===== config.mk =====
export PLATFORM = sky130hd
export DESIGN_NAME = trackball_decoder
export DESIGN_NICKNAME = d
export VERILOG_FILES = /design/src/rtl/trackball_pkg.sv /design/src/rtl/trackball_axis.sv /design/src/rtl/trackball_decoder.sv
export SDC_FILE = /design/constraint.sdc
export NUM_CORES = 1
export LEC_CHECK = 0
export CAP_MARGIN = 20
export CELL_PAD_IN_SITES_DETAIL_PLACEMENT = 1
export CELL_PAD_IN_SITES_GLOBAL_PLACEMENT = 1
export CORE_ASPECT_RATIO = 2
export CORE_UTILIZATION = 35
export CTS_CLUSTER_SIZE = 20
export DETAILED_ROUTE_END_ITERATION = 12
export PLACE_DENSITY_LB_ADDON = 0.1
export SETUP_SLACK_MARGIN = 0.05
export SKIP_LAST_GASP = 1
export SYNTH_ARGS = -nofsm -noshare
export SYNTH_HDL_FRONTEND = slang
export SYNTH_HIERARCHICAL = 1
export SYNTH_SLANG_ARGS = --single-unit

===== constraint.sdc =====
create_clock -name clk -period 1.3 [get_ports clk]
set_input_delay 0.26 -clock clk [delete_from_list [all_inputs] [get_ports clk]]
set_output_delay 0.26 -clock clk [all_outputs]
set_load 0.005 [all_outputs]

===== src/rtl/trackball_pkg.sv =====
// Shared types and constants for the trackball receiver.
// Position counters are CNT_W bits wide; the snapshot port packs {v, h}.
package trackball_pkg;

    localparam int SYNC_STAGES = 2;

    typedef struct packed {
        logic clk;
        logic dir;
    } axis_t;

endpackage


===== src/rtl/trackball_axis.sv =====
// One trackball axis: input synchronizers, strobe glitch filter,
// rising-edge detect and wrapping up/down position counter.
module trackball_axis
    import trackball_pkg::*;
#(
    parameter int CNT_W  = 4,
    parameter int FILTER = 2
) (
    input  logic             clk,
    input  logic             reset,
    input  logic             ce,
    input  logic             flip,
    input  axis_t            strobe,
    output logic [CNT_W-1:0] pos,
    output logic             rise
);

    localparam logic [3:0] FILT_LAST = 4'(FILTER - 1);

    logic [SYNC_STAGES-1:0] clk_sync;
    logic [SYNC_STAGES-1:0] dir_sync;
    logic                   clk_s;
    logic                   dir_s;
    logic                   filt;
    logic                   filt_d;
    logic [3:0]             cnt;

    assign clk_s = clk_sync[SYNC_STAGES-1];
    assign dir_s = dir_sync[SYNC_STAGES-1];
    assign rise  = filt & ~filt_d;

    always_ff @(posedge clk) begin
        if (reset) begin
            clk_sync <= '0;
            dir_sync <= '0;
            filt     <= 1'b0;
            filt_d   <= 1'b0;
            cnt      <= '0;
            pos      <= '0;
        end else begin
            clk_sync <= {clk_sync[SYNC_STAGES-2:0], strobe.clk};
            dir_sync <= {dir_sync[SYNC_STAGES-2:0], strobe.dir};
            filt_d   <= filt;

            // A new level is accepted only after FILTER consecutive ce samples disagree.
            if (ce) begin
                if (clk_s == filt) begin
                    cnt <= '0;
                end else if (cnt == FILT_LAST) begin
                    filt <= clk_s;
                    cnt  <= '0;
                end else begin
                    cnt <= cnt + 4'd1;
                end
            end

            if (rise) begin
                pos <= (dir_s ^ flip) ? pos + CNT_W'(1) : pos - CNT_W'(1);
            end
        end
    end

endmodule


===== src/rtl/trackball_decoder.sv =====
// Trackball receiver top: two filtered axis counters plus the CPU-latched
// snapshot and the sticky step flag.
module trackball_decoder
    import trackball_pkg::*;
#(
    parameter int CNT_W  = 4,
    parameter int FILTER = 2
) (
    input  logic               clk,
    input  logic               reset,
    input  logic               ce,
    input  logic               flip,
    input  logic               h_clk,
    input  logic               h_dir,
    input  logic               v_clk,
    input  logic               v_dir,
    input  logic               latch,
    output logic [CNT_W-1:0]   h_pos,
    output logic [CNT_W-1:0]   v_pos,
    output logic [2*CNT_W-1:0] data_out,
    output logic               step_seen
);

    axis_t h_in;
    axis_t v_in;
    logic  h_rise;
    logic  v_rise;

    assign h_in = '{clk: h_clk, dir: h_dir};
    assign v_in = '{clk: v_clk, dir: v_dir};

    trackball_axis #(.CNT_W(CNT_W), .FILTER(FILTER)) u_h_axis (
        .clk    (clk),
        .reset  (reset),
        .ce     (ce),
        .flip   (flip),
        .strobe (h_in),
        .pos    (h_pos),
        .rise   (h_rise)
    );

    trackball_axis #(.CNT_W(CNT_W), .FILTER(FILTER)) u_v_axis (
        .clk    (clk),
        .reset  (reset),
        .ce     (ce),
        .flip   (flip),
        .strobe (v_in),
        .pos    (v_pos),
        .rise   (v_rise)
    );

    // Snapshot takes the pre-update counters; a step in the latch cycle wins over the clear.
    always_ff @(posedge clk) begin
        if (reset) begin
            data_out  <= '0;
            step_seen <= 1'b0;
        end else begin
            if (latch) begin
                data_out <= {v_pos, h_pos};
            end
            if (h_rise || v_rise) begin
                step_seen <= 1'b1;
            end else if (latch) begin
                step_seen <= 1'b0;
            end
        end
    end

endmodule


==> flow_metrics.py <==
metrics = {
    "yosys": {
        "yosysUniqueCellTypes": 24,
        "synth_seq_cells": 37,
        "synth_top_family_by_area": "simple AND/OR/NAND/NOR gates",
        "synthAdderAreaFrac": 0.04938,
        "yosys.area_share.xor_xnor": 0.06749,
        "yosysWarnings": 6,
        "synthMuxAreaShare": 0.09218,
        "synth_compound_area_frac": 0.07490,
        "yosysSeqAreaShare": 0.4872,
        "netlist_instances": 156,
        "syn_area_per_cell_um2": 9.745,
        "syn_nets": 171,
        "yosys.area_share.simple": 0.1992,
        "synth_area_um2": 1520,
    },
    "worst_setup_path": {
        "worstPathMaxFanout": 2,
        "r2r_slack_ns": -0.26,
        "cp-end-kind": "flop",
        "critical_path_arrival_ns": 1.77,
        "critPathLaunch": "u_v_axis/dir_sync[1]",
        "r2r_end": "u_v_axis/pos[2]",
        "crit_type": "reg2reg",
        "ff2ff_path_depth": 7,
        "timing.rr.start": "u_v_axis/dir_sync[1]",
        "crit_required_ns": 1.51,
        "cp-start-kind": "flop",
    },
    "clocking": {
        "ctsHoldBuffers": 0,
        "htreeDepth": 2,
        "cts_root_buffer": "clkbuf_8",
        "cts_tree": "done",
        "clk_latency_ns": 0.28,
        "clkTransAtPathRegs_ns": 0.07,
        "cts_buffer_depth": 2,
        "cts_buffers": 5,
        "cts.sinks": 37,
    },
    "finish": {
        "antenna_cells": 0,
        "fin_nets": 216,
        "drive_gt1_frac": 0.3000,
        "final_area_um2": 2130,
        "final_util": 0.5158,
        "syn_to_final_growth_pct": 40.08,
    },
    "floorplan": {
        "start_util": 0.3682,
        "fp.dieArea_um2": 4627,
        "die_w_um": 48.60,
        "core-area_um2": 4129,
        "io_pins": 26,
        "die_y_um": 95.20,
        "num_rows": 33,
    },
    "sta": {
        "tns_ns": -0.8260,
        "hold_viol_final": 0,
        "slew_viol_final": 0,
        "setup_ws_ns": -0.2576,
        "setup_viol": 5,
        "hold_ws_ns": 0.4472,
        "rsz0062_at_grt": "yes",
        "fmax_mhz": 642.0,
        "fin_skew_ns": 0.005735,
        "fin_crit_ns": 1.558,
        "tightest_slew_ns": 0.3040,
        "period_share": 1.198,
        "maxSlewHeadroom": 0.7963,
    },
    "grt": {
        "grt_pass1_vias": 1360,
        "grt_pass1_wl_mm": 6.223,
        "grt_overflow_total": 0,
        "gr-usage-all-layers": 0.1774,
        "antenna_found_initial": 0,
        "grt_max_degree": 17,
    },
    "detailed_routing": {
        "drtAntennaViolNets": 0,
        "avgViaCountPerCell": 5.004,
        "dr.pass1.iters": 4,
        "wl_mm": 3.820,
        "num_vias": 1261,
        "wl_per_cell_um": 15.16,
        "drcViolationCount": 0,
        "drtIter0Drc": 9,
    },
    "hold_path": {
        "min-delay-start": "u_h_axis/dir_sync[0]",
        "min_path_cells": 1,
        "hold_path_end": "u_h_axis/dir_sync[1]",
        "hold_path_class": "reg2reg",
    },
    "placed_design": {
        "io_buffers": 25,
        "gp_congestion": 0.7137,
        "dpl-instance-area_um2": 1948,
        "hpwl_mm": 2.741,
    },
    "pwr": {
        "power_density_nw_per_um2": 958.4,
        "finalPower_mw": 2.041,
        "ir_drop_v": 0.0005743,
        "leakage_nw": 0.9030,
    },
    "outcome": {
        "status": "finished with violations",
        "violations": "negative setup slack",
    },
    "run": {
        "drv_cap": 0,
    },
}
==> cell usage in the layout, fill, tap and decap left out, types with 3 or more instances in the layout <==
| cell | n |
|---|---|
| buf_4 | 15 |
| dfxtp_1 | 24 |
| nand2b_1 | 3 |
| o21ai_0 | 6 |
| mux2i_1 | 13 |
| inv_1 | 5 |
| nor2_1 | 21 |
| clkdlybuf4s50_1 | 7 |
| a21oi_2 | 6 |
| clkbuf_8 | 5 |
| nor2b_1 | 10 |
| xnor2_2 | 4 |
| xor2_1 | 4 |
| nor3_1 | 5 |
| dfxtp_2 | 10 |
| dfxtp_4 | 3 |
| ha_1 | 4 |
| a21oi_1 | 7 |
| or3_1 | 4 |
| dlygate4sd2_1 | 16 |
==> stage by stage <==
step                      worst slack, ns  std cells
after global routing              -0.3076        252
after CTS                         -0.2377        252
final                             -0.2576        252
after detailed placement          -0.7402        246
after floorplan                   -0.1345        156
after global placement            -0.6592        246
==> cell usage after synthesis <==
cell	number	area, um2
clkbuf_1	2	7.510
ha_1	6	75.07
mux2i_1	14	140.1
xnor2_2	2	32.53
a21oi_1	12	60.06
nor4b_1	4	35.03
xor2_1	4	35.03
nor2_1	21	78.83
buf_6	1	11.26
nand2_1	4	15.01
dfxtp_1	37	740.7
or3_1	4	25.02
xnor2_1	4	35.03
nor3_1	6	30.03
a21oi_2	1	8.760
inv_1	6	22.52
nand2b_1	3	18.77
nor2b_1	10	62.56
nand4_1	2	12.51
a211oi_1	2	15.01
and3_1	2	12.51
o21ai_0	6	30.03
or2_2	2	12.51
buf_1	1	3.750
==> timing repair <==
item | 4_1_cts | 5_1_grt
cloned | 0 | 0
gates resized for setup | 45 | 12
setup endpoints to repair | 33 | 11
setup buffers | 2 | 2
pin swaps | 5 | 4
==> report_power, final <==
group          total (mW)  switching, mW  internal [mW]
Sequential           1.15        0.00837           1.14
Clock               0.715          0.363          0.352
Combinational       0.175         0.0835         0.0915
Total                2.04          0.455           1.59
==> worst max path at each step <==
| stage | to | slack, ns | cells after the start |
|---|---|---|---|
| 2_1_floorplan | u_h_axis/pos[2] | -0.13 | 7 |
| 3_3_place_gp | u_h_axis/pos[2] | -0.66 | 8 |
| 3_5_place_dp | u_v_axis/pos[2] | -0.74 | 8 |
| 4_1_cts | v_pos[2] | -0.24 | 1 |
| 5_1_grt | u_v_axis/pos[2] | -0.31 | 7 |
| 6_report | u_v_axis/pos[2] | -0.26 | 7 |
==> flip-flops by register name, summed over array words and instances (netlist names) <==
name / count
u_h_axis/clk_sync: 2
step_seen: 1
u_h_axis/dir_sync: 2
u_v_axis/filt_d: 1
u_v_axis/pos: 4
u_h_axis/filt: 1
u_v_axis/filt: 1
u_h_axis/pos: 4
u_v_axis/clk_sync: 2
data_out: 8
u_h_axis/cnt: 4
u_v_axis/cnt: 4
u_v_axis/dir_sync: 2
u_h_axis/filt_d: 1
==> cell type report <==
cell class | count | area, um2
fillers | 473 | 1999
clock buffers | 5 | 68.82
multi-input cells | 109 | 838.3
inverters | 6 | 22.52
well taps | 52 | 65.06
flip-flops and latches | 37 | 764.5
repair buffers | 42 | 365.4
clock inverters | 1 | 5.005
==> layer usage <==
layer	share of wire	wire length, um	GRT usage	vias to the layer above
li1	-	-	-	610
met1	0.37	1428	0.1751	623
met2	0.58	2220	0.3472	23
met3	0.027	103	0.02871	5
met4	0.018	68	0.08824	0
met5	0	0	0	-
==> kinds of logic (layout without fill, tap and decap cells) <==
kind of cell | after synthesis | count (layout)
fa+ha+maj | 6 | 6
compound gates | 21 | 21
xor+xnor | 10 | 10
simple gates | 58 | 58
flops | 37 | 37
mux | 14 | 14
buf+inv | 10 | 54
==> worst max-delay path, stage by stage (launching register included) <==
cell     delay (ns)
dfxtp_2        0.33
xnor2_2        0.14
xor2_1         0.17
ha_2           0.19
nor2_1         0.10
mux2i_1        0.10
or3_1          0.32
a21oi_1        0.13
No activity file was read; power rests on OpenSTA's default activity.
